## config.mk

```make
export PLATFORM = sky130hd
export DESIGN_NAME = univ_shift_reg
export DESIGN_NICKNAME = d
export VERILOG_FILES = /design/src/rtl/usr_pkg.sv /design/src/rtl/dff_bit.sv /design/src/rtl/univ_shift_reg.sv
export SDC_FILE = /design/constraint.sdc
export NUM_CORES = 1
export LEC_CHECK = 0
export CAP_MARGIN = 20
export CORE_MARGIN = 2
export CORE_UTILIZATION = 50
export CTS_CLUSTER_DIAMETER = 80
export DETAILED_ROUTE_END_ITERATION = 6
export GPL_ROUTABILITY_DRIVEN = 0
export PLACE_DENSITY = 0.92
export SYNTH_ARGS = -nofsm -noshare
export SYNTH_HDL_FRONTEND = slang
export SYNTH_HIERARCHICAL = 1
export SYNTH_SLANG_ARGS = --single-unit
```

## constraint.sdc

```tcl
create_clock -name Clk -period 5.7 [get_ports Clk]
set_clock_uncertainty 0.15 [all_clocks]
set_input_delay 1.425 -clock Clk [delete_from_list [all_inputs] [get_ports Clk]]
set_output_delay 1.425 -clock Clk [all_outputs]
set_load 0.1 [all_outputs]
```

## src/rtl/usr_pkg.sv

```systemverilog
// Package for the universal shift register.
// Holds the 3-bit operation encodings shared by the RTL and its testbench,
// plus a helper that identifies modes which advance the shift counter.
package usr_pkg;

  localparam logic [2:0] MODE_HOLD = 3'b000;
  localparam logic [2:0] MODE_LOAD = 3'b001;
  localparam logic [2:0] MODE_SHL  = 3'b010;
  localparam logic [2:0] MODE_SHR  = 3'b011;
  localparam logic [2:0] MODE_ROL  = 3'b100;
  localparam logic [2:0] MODE_ROR  = 3'b101;
  localparam logic [2:0] MODE_ASR  = 3'b110;
  localparam logic [2:0] MODE_CLR  = 3'b111;

  // SHL, SHR, ROL, ROR and ASR each count as one shift operation.
  function automatic logic is_shift(input logic [2:0] mode);
    return (mode != MODE_HOLD) && (mode != MODE_LOAD) && (mode != MODE_CLR);
  endfunction

endpackage

```

## src/rtl/dff_bit.sv

```systemverilog
// Single-bit D flip-flop cell with clock enable and a per-instance reset value.
// Ports:
//   Clk    - clock, rising edge active
//   Rst_n  - synchronous active-low reset, loads RstVal
//   En     - clock enable; 0 holds the stored bit
//   RstVal - value taken on reset
//   D      - next-state data
//   Q, Qb  - stored bit and its complement
module dff_bit (
  input  logic Clk,
  input  logic Rst_n,
  input  logic En,
  input  logic RstVal,
  input  logic D,
  output logic Q,
  output logic Qb
);

  logic r_q;

  always_ff @(posedge Clk) begin
    if (!Rst_n) begin
      r_q <= RstVal;
    end else if (En) begin
      r_q <= D;
    end
  end

  assign Q  = r_q;
  assign Qb = ~r_q;

endmodule

```

## src/rtl/univ_shift_reg.sv

```systemverilog
// Universal WIDTH-bit register: parallel load, shift/rotate/arithmetic shift,
// serial in/out, clock enable, and a saturating shift counter with a Done flag
// so the block can serialise or deserialise a word.
// Ports:
//   Clk, Rst_n     - clock (rising edge) and synchronous active-low reset
//   En             - clock enable for every register including Cnt/Done
//   Mode           - operation select (usr_pkg MODE_* encodings)
//   D              - parallel load data
//   SiL, SiR       - serial inputs for SHL (into bit 0) and SHR (into MSB)
//   Q, Qb          - register contents and complement
//   SoL, SoR       - serial outputs Q[WIDTH-1] and Q[0]
//   Cnt            - shifts since last LOAD/CLR/reset, saturating at WIDTH
//   Done           - registered flag, high when Cnt == WIDTH
module univ_shift_reg
  import usr_pkg::*;
#(
  parameter  int               WIDTH     = 8,
  parameter  logic [WIDTH-1:0] RESET_VAL = '0,
  localparam int               CNT_W     = $clog2(WIDTH + 1)
) (
  input  logic             Clk,
  input  logic             Rst_n,
  input  logic             En,
  input  logic [2:0]       Mode,
  input  logic [WIDTH-1:0] D,
  input  logic             SiL,
  input  logic             SiR,
  output logic [WIDTH-1:0] Q,
  output logic [WIDTH-1:0] Qb,
  output logic             SoL,
  output logic             SoR,
  output logic [CNT_W-1:0] Cnt,
  output logic             Done
);

  localparam logic [CNT_W-1:0] CNT_MAX = CNT_W'(WIDTH);

  logic [WIDTH-1:0] w_q;
  logic [WIDTH-1:0] w_qb;
  logic [CNT_W-1:0] r_cnt;
  logic [CNT_W-1:0] w_cnt_nxt;
  logic             r_done;

  // Per-bit next-state mux. Each bit only needs its two neighbours, with the
  // edge bits substituting the serial inputs or the wrapped/sign bit.
  for (genvar i = 0; i < WIDTH; i++) begin : g_bit
    logic w_shl_in;
    logic w_rol_in;
    logic w_shr_in;
    logic w_ror_in;
    logic w_asr_in;
    logic w_d;

    if (i == 0) begin : g_lsb
      assign w_shl_in = SiL;
      assign w_rol_in = w_q[WIDTH-1];
    end else begin : g_lo
      assign w_shl_in = w_q[i-1];
      assign w_rol_in = w_q[i-1];
    end

    if (i == WIDTH - 1) begin : g_msb
      assign w_shr_in = SiR;
      assign w_ror_in = w_q[0];
      assign w_asr_in = w_q[WIDTH-1];
    end else begin : g_hi
      assign w_shr_in = w_q[i+1];
      assign w_ror_in = w_q[i+1];
      assign w_asr_in = w_q[i+1];
    end

    always_comb begin
      w_d = w_q[i];
      case (Mode)
        MODE_HOLD: w_d = w_q[i];
        MODE_LOAD: w_d = D[i];
        MODE_SHL:  w_d = w_shl_in;
        MODE_SHR:  w_d = w_shr_in;
        MODE_ROL:  w_d = w_rol_in;
        MODE_ROR:  w_d = w_ror_in;
        MODE_ASR:  w_d = w_asr_in;
        MODE_CLR:  w_d = 1'b0;
        default:   w_d = w_q[i];
      endcase
    end

    dff_bit u_bit (
      .Clk    (Clk),
      .Rst_n  (Rst_n),
      .En     (En),
      .RstVal (RESET_VAL[i]),
      .D      (w_d),
      .Q      (w_q[i]),
      .Qb     (w_qb[i])
    );
  end

  // Counter saturates at WIDTH so Done stays high across extra shifts.
  always_comb begin
    w_cnt_nxt = r_cnt;
    if (Mode == MODE_LOAD || Mode == MODE_CLR) begin
      w_cnt_nxt = '0;
    end else if (is_shift(Mode) && (r_cnt != CNT_MAX)) begin
      w_cnt_nxt = r_cnt + CNT_W'(1);
    end
  end

  // Done is registered from the next count so it lands on the same edge as Q.
  always_ff @(posedge Clk) begin
    if (!Rst_n) begin
      r_cnt  <= '0;
      r_done <= 1'b0;
    end else if (En) begin
      r_cnt  <= w_cnt_nxt;
      r_done <= (w_cnt_nxt == CNT_MAX);
    end
  end

  assign Q    = w_q;
  assign Qb   = w_qb;
  assign SoL  = w_q[WIDTH-1];
  assign SoR  = w_q[0];
  assign Cnt  = r_cnt;
  assign Done = r_done;

endmodule

```

==> flow_summary.json <==
{
  "status": "finished clean",
  "syn_area_mm2": 0.00123,
  "area_growth_pct": 29.1,
  "drt_iter0_markers": 39,
  "grt_pass1_wl_mm": 4.54,
  "drc": 0,
  "wl_per_cell_um": 13.7,
  "htreeDepth": 1,
  "num_vias": 1142,
  "cts_resized": 0,
  "track_usage_pct": 21.5,
  "die_w_um": 53.6,
  "cts_hold_buf": 0,
  "grt_max_degree": 29,
  "n_antenna_cell": 0,
  "final_common_cell": "clkdlybuf4s50_1",
  "synth.avg_cell_area_um2": 8.42,
  "crit_chain": "clkdlybuf4s50_1, inv_1, or3_1, a21oi_1, nor2_1, mux2_4",
  "grt-ovfl-total": 0,
  "irDropWorstVdd_uv": 185,
  "rrSetupSlack_ns": 3.81,
  "netlist.area_leader.share_pct": 19.6,
  "ys_ff_latch": 13,
  "fin_nets": 198,
  "cts_buffers": 3,
  "port_buffers": 38,
  "num_rows": 17,
  "chipHeight_um": 53.6,
  "slowest_stage": "clkdlybuf4s50_1",
  "min-delay-path-class": "flip-flop to flip-flop",
  "rsz0062_at_grt": "false",
  "drt-total-wl_mm": 2.84,
  "arrival_ns": 3.71,
  "final_cell_mix": "clkdlybuf4s50_1 (38), a21oi_1 (17), inv_1 (14), nand2b_1 (10), mux2_4 (9)",
  "worst_slew_pin_slew_ns": 0.975,
  "worstPathRequired_ns": 5.58,
  "start_util_pct": 54.0,
  "vias_per_cell": 5.52,
  "crit_path_start_kind": "input port",
  "grt_pass1_vias": 1024,
  "netlist_instances": 146,
  "worstPathBufferInverterCount": 2,
  "synthTopCellsByArea": "edfxtp_1 (20%), mux2_4 (11%), dfxtp_1 (8.1%), a21oi_1 (6.9%), nand2b_1 (5.1%)",
  "fillers": 183,
  "drv_slew": 0,
  "root_buffer": "clkbuf_4",
  "synth_top_area_cell": "edfxtp_1",
  "cts_buffer_depth": 2,
  "cts_sinks": 13,
  "timing.setup.tns_ns": 0,
  "cp_max_fo": 28,
  "die-area_mm2": 0.00287,
  "dpl.hpwl_mm": 2.08,
  "synth_edf_count": 8,
  "cts_tree": "yes",
  "synth_ff_type": "edfxtp_1",
  "insertion_delay_ns": 0.29,
  "fmax_mhz": 261,
  "synth_cell_types": 42,
  "drive_above_1_share_pct": 8.38,
  "critPathMaxStageDelay_ns": 1.07,
  "coreArea_mm2": 0.00228,
  "fin_crit_ns": 3.83,
  "hold_violations": 0,
  "clk_pin_slew_ns": 0.08,
  "yosysSeqAreaShare_pct": 27.7,
  "synthArstFlopShare_pct": 0,
  "finalCritPeriodShare_pct": 67.2,
  "powerDensity_mw_per_mm2": 263,
  "relSlewSlack_pct": 34.8,
  "io_pins": 39,
  "end_kind": "flip-flop",
  "max_cap_violations": 0,
  "power_leakage_uw": 0.000654,
  "ys_warn_count": 6,
  "crit_type": "input port to flip-flop",
  "final_antenna_net_count": 0,
  "critPathTopFamily": "buffers and inverters",
  "antenna_found_initial": 0,
  "finalSetupViolations": 0,
  "drtPass1Iterations": 5,
  "power_uw": 417,
  "cts_setup_buffers": 0
}
## routing by layer
layer | track usage (%) | vias to the layer above | share of wire, %
met5 | 0 | - | 0
li1 | - | 567 | -
met4 | 7.26 | 0 | 1.6
met1 | 25.5 | 509 | 40
met2 | 37.7 | 56 | 51
met3 | 5.28 | 10 | 7.4
## state kept, by name, indices dropped and copies added, names as in the netlist
signal	flops
Cnt	4
Done	1
g_bit.u_bit/Q	8
## Yosys cell counts, types with 2 or more instances
library cell and n:
a41o_1 2, o22ai_1 3, mux2_4 9, dfxtp_1 5
buf_4 8, a31oi_1 5, edfxtp_1 8, a21oi_1 17
nor2b_1 7, nand2_1 5, nor2_1 7, ha_1 2
o21ai_0 7, nand4_1 2, a21boi_0 3, mux2i_1 3
inv_1 14, buf_6 2, nand2b_1 10, buf_2 4
o21a_1 2
## power breakdown
group          total, µW  switching (µW)  internal, µW
Sequential           121            10.6           110
Combinational        235             168          67.0
Clock               60.8            33.6          27.2
Total                417             212           205
## through the flow
| step | setup WS, ns | util (%) | instances | cell area, µm² | hold WS [ns] |
|---|---|---|---|---|---|
| final | 1.87 | 69.7 | 207 | 1590 | 0.353 |
| after detailed placement | 1.61 | 68.6 | 203 | 1560 | 0.340 |
| after floorplan | 2.45 | - | 153 | 1250 | 0.627 |
| after global routing | 1.74 | 69.7 | 207 | 1590 | 0.383 |
| after global placement | 1.75 | 68.6 | 203 | 1560 | 0.326 |
| after CTS | 1.91 | 69.7 | 207 | 1590 | 0.355 |
## cell type report
type,instances,area (µm²),share of cell area [%]
clock buffer,4,26.3,1.66
tap,28,35.0,2.21
multi-input combinational,110,752,47.4
sequential,13,340,21.5
inverter,14,52.6,3.31
timing repair buffer,38,380,24.0
## final timing paths
kind / startpoint / end / cells after the start
min: Done$_SDFFE_PN0P_ / Done$_SDFFE_PN0P_ / 2
max reg2reg: Cnt[0]$_SDFFE_PN0P_ / Done$_SDFFE_PN0P_ / 7
min reg2reg: Done$_SDFFE_PN0P_ / Done$_SDFFE_PN0P_ / 2
max: Mode[0] / g_bit[7].u_bit/Q$_DFFE_PP_ / 6
## cells by family after synthesis
| logic type | count (synthesis) | share of synthesized area (%) |
|---|---|---|
| compound gates | 47 | 23.8 |
| simple gates | 39 | 17.4 |
| buf+inv | 30 | 13.2 |
| flops | 13 | 27.7 |
| mux | 12 | 13.4 |
| fa+ha+maj | 2 | 2.04 |
| xor+xnor | 2 | 2.04 |
| other cells | 1 | 0.305 |
## worst register-to-register path: stages (launching register included)
cell       delay, ns
dfxtp_1         0.43
inv_1           0.09
ha_1            0.19
nand2_1         0.08
a2bb2oi_1       0.35
o211a_1         0.22
o211ai_1        0.11
a21boi_0        0.18
Power figures use the tool's default switching activity.
==> patch 1 (config.mk and constraints unchanged) <==
`WIDTH`: 8 -> 4.
--- a/src/rtl/univ_shift_reg.sv
+++ b/src/rtl/univ_shift_reg.sv
@@ -14,7 +14,7 @@
 module univ_shift_reg
   import usr_pkg::*;
 #(
-  parameter  int               WIDTH     = 8,
+  parameter  int               WIDTH     = 4,
   parameter  logic [WIDTH-1:0] RESET_VAL = '0,
   localparam int               CNT_W     = $clog2(WIDTH + 1)
 ) (
Ports: changed (resized Cnt, D, Q and Qb); port bits go from 39 to 26. The function was not compared with the original's and may differ.
==> patch 1 against the unedited design <==
- setup slack better by 0.32 ns
- worst hold slack improved by 0.032 ns
- sequential cell count shrank 5
- design area fell by 38%
- routed wire length shrank 45%
- total power fell by 39%
- synthesized area fell by 41%
- non-clock buffer count fell by 13
- largest power group unchanged
- via count is 40% lower
- die area is 38% lower
- synthesized cell count is 42% lower
- largest cell class unchanged
- count of clock-buffer cells in the layout fell by 1
- critical endpoint is now Qb[3]
==> patch 1: results (changes against the unedited design) <==
metric	value	unit	change
global-route wire length before repair	2718	microns	-40%
post-route met1 wirelength	694	microns	-39%
Post-DP HPWL	1180	microns	-43%
Seq/Total Area, Yosys	0.2744		-0.002543
Worst Min Path Start	Cnt[0]		
slowest stage delay, CP	1.12	ns	+0.05 ns
CP startpoint	g_bit[3].u_bit/Q		
fillcell total	109		-40%
commonest cells in the netlist	inv_1, buf_4, nor2_1		
met2 usage	0.3262		-0.05039
maximum vdd drop	0.1705	mV	-7.7%
Place WS	2.176	ns	+0.5635 ns
Hold Path End	Cnt[0]		
vias per cell	5.553		+0.65%
Clock net power	0.0424	mW	-30%
FF-to-FF path depth	5		-2
Storage cell area	200.2	sq um	-41%
Post-Synth XOR/XNOR Area	0.02230		+0.001932
max reg flops	4		-4
run status	completed		
vias in the first global route	627		-39%
largest net degree at the start of global routing	17		-41%
switching pwr	0.1222	mW	-42%
total global-route track usage	0.1977		-0.01727
clk tree area frac	0.02293		+0.006368
synth top area cells	edfxtp_1, dfxtp_1, mux2_4		
count of plain and timing-repair buffers	25		-34%
Arrival @ worst endpoint	1.93	ns	-1.78 ns
M3 GR Usage	0.04310		-0.009674
met1 Use GR	0.2420		-0.01312
clk_lat worst skew	0.25	ns	-0.04 ns
met2 wire len	723	microns	-50%
Multi-In Gates	64		-42%
Port Buffers	25		-34%
Non-clock buffers, area share	0.2548		+0.01503
Period minus WS final	3.505	ns	-0.3230 ns
==> patch 1: cell count changes in the layout (fill, tap and decap cells not counted), sizes merged, moves of 5 or more <==
cell,unedited run,this run
nand2b,10,5
nor2b,8,2
inv,14,8
clkdlybuf4s50,38,25
a21oi,17,5
==> patch 1: per-stage QoR <==
| stage | cell area (sq um) | cells | hold WS (ns) |
|---|---|---|---|
| 4_1_cts | 982.2 | 123 | 0.3904 |
| 3_5_place_dp | 959.7 | 120 | 0.3753 |
| 6_report | 982.2 | 123 | 0.3843 |
| 3_3_place_gp | 959.7 | 120 | 0.3621 |
| 2_1_floorplan | 740.7 | 87 | 0.6464 |
| 5_1_grt | 982.2 | 123 | 0.4119 |
==> patch 1: worst max-delay path, delay by kind of cell (launching register included) <==
kind | cells | cell delay, ns
buffers and inverters | 2 | 1.21
flip-flops | 1 | 0.47
==> patch 2 (same settings) <==
Made on the original files. Put a register stage on the outputs `SoL` and `SoR`, with the module's reset. The values now appear one clock later. The other outputs are not delayed to match.
--- a/src/rtl/univ_shift_reg.sv
+++ b/src/rtl/univ_shift_reg.sv
@@ -118,8 +118,15 @@
 
   assign Q    = w_q;
   assign Qb   = w_qb;
-  assign SoL  = w_q[WIDTH-1];
-  assign SoR  = w_q[0];
+  always_ff @(posedge Clk) begin
+    if (!Rst_n) begin
+      SoL <= '0;
+      SoR <= '0;
+    end else begin
+      SoL <= w_q[WIDTH-1];
+      SoR <= w_q[0];
+    end
+  end
   assign Cnt  = r_cnt;
   assign Done = r_done;
 
Behaviour: not the same (Yosys sat finds a counterexample within 4 cycles, from zero or initial values and one cycle with Rst_n low).
==> patch 2 against the unedited design <==
- routed wire length increased by 9.6%
- critical path type unchanged
- first-iteration DRC count decreased by 23%
- combinational power increased by 2%
- total power increased by 6.1%
- design area increased by 12%
- sequential cell count increased by 2
- synthesized area increased by 14%
- setup slack improved by 0.16 ns
==> patch 2: results (changes against the unedited design) <==
metric	value	unit	change
initial DRC count	30		-23%
Post-DP HPWL	2213	microns	+6.5%
synth top area cells	edfxtp_1, dfxtp_1, o21ai_0		
met2 wire len	1529	microns	+6.0%
CP bufs+invs	1		-1
Logic power comb	0.240	mW	+2%
commonest cells in the netlist	o21ai_0, inv_1, nand2b_1, buf_4		
slowest stage delay, CP	0.90	ns	-0.17 ns
Hold Crit Depth	1		-1
largest net degree at the start of global routing	42		+45%
share of layout cells above drive strength 1	0.08173		-0.002068
clock-pin slew on the worst setup and hold paths	0.10	ns	+0.02 ns
largest fanout on the critical path	20		-29%
vias per cell	5.586		+1.2%
number of detailed-route iterations in the first pass	4		-1
vias in the first global route	1121		+9.5%
post-route met1 wirelength	1358	microns	+19%
post-CTS setup buffer count	0		unchanged
global-route wire length before repair	4885	microns	+7.6%
fillcell total	236		+29%
Arrival @ worst endpoint	3.57	ns	-0.14 ns
Slew headroom	0.3166		-0.03136
dpl cell area	1745	sq um	+12%
clk_lat worst skew	0.28	ns	
WL final	3111	microns	+9.6%
maximum vdd drop	0.1733	mV	-6.1%
Seq/Total Area, Yosys	0.2707		-0.006282
Leak	0.7432	nW	+14%
run status	completed		
DR WL met3	192	microns	-8.6%
H-tree Lvls	1		unchanged
total global-route track usage	0.1895		-0.02542
switching pwr	0.2187	mW	+3.2%
Clock net power	0.0633	mW	+4.1%
fin nets	227		+15%
Place WS	1.759	ns	+0.1468 ns
==> patch 2: final timing paths <==
check,slack (ns),endpoint,start
hold reg to reg,0.36,Done,Done
setup / recovery,2.03,g_bit[7].u_bit/Q,Mode[2]
hold / removal,0.36,Done,Done
setup reg to reg,3.80,Cnt[1],Cnt[0]
==> patch 2: layout make-up <==
cell class / count / area [sq um] / share of cell area
Tap cell: 31 / 38.79 / 0.02188
Multi-Input combinational cell: 127 / 852.1 / 0.4806
Timing Repair Buffer: 39 / 387.9 / 0.2188
Clock inverter: 1 / 5.005 / 0.002823
Inverter: 23 / 86.33 / 0.04869
Clock buffer: 3 / 22.52 / 0.01270
Sequential cell: 15 / 380.4 / 0.2145
==> patch 2: through the flow <==
| step | utilization | cells | hold slack (ns) | total power [mW] |
|---|---|---|---|---|
| floorplan | - | 183 | 0.4015 | 0.3326 |
| global placement | 0.6440 | 235 | 0.3399 | 0.3773 |
| detailed placement | 0.6440 | 235 | 0.3369 | 0.3805 |
| CTS | 0.6542 | 239 | 0.3655 | 0.4458 |
| global route | 0.6542 | 239 | 0.3916 | 0.4634 |
| finish | 0.6542 | 239 | 0.3615 | 0.4418 |
==> patch 2: logic make-up (layout without fill, tap and decap cells) <==
family / after synthesis / after routing / synth area share
AOI/OAI and AO/OA: 62 / 62 / 0.2796
and+or+nand+nor: 42 / 42 / 0.1692
buffers and inverters: 41 / 66 / 0.1416
DFF: 15 / 15 / 0.2707
muxes: 10 / 10 / 0.09974
xor gates and xnor gates: 3 / 3 / 0.01870
adders and majority gates: 2 / 2 / 0.01781
other: 1 / 8 / 0.002669
==> patch 2: per-layer routing <==
layer | GRT usage | vias up
li1 | - | 676
met1 | 0.2320 | 606
met2 | 0.3366 | 49
met3 | 0.03401 | 4
met4 | 0.05980 | 0
met5 | 0 | -
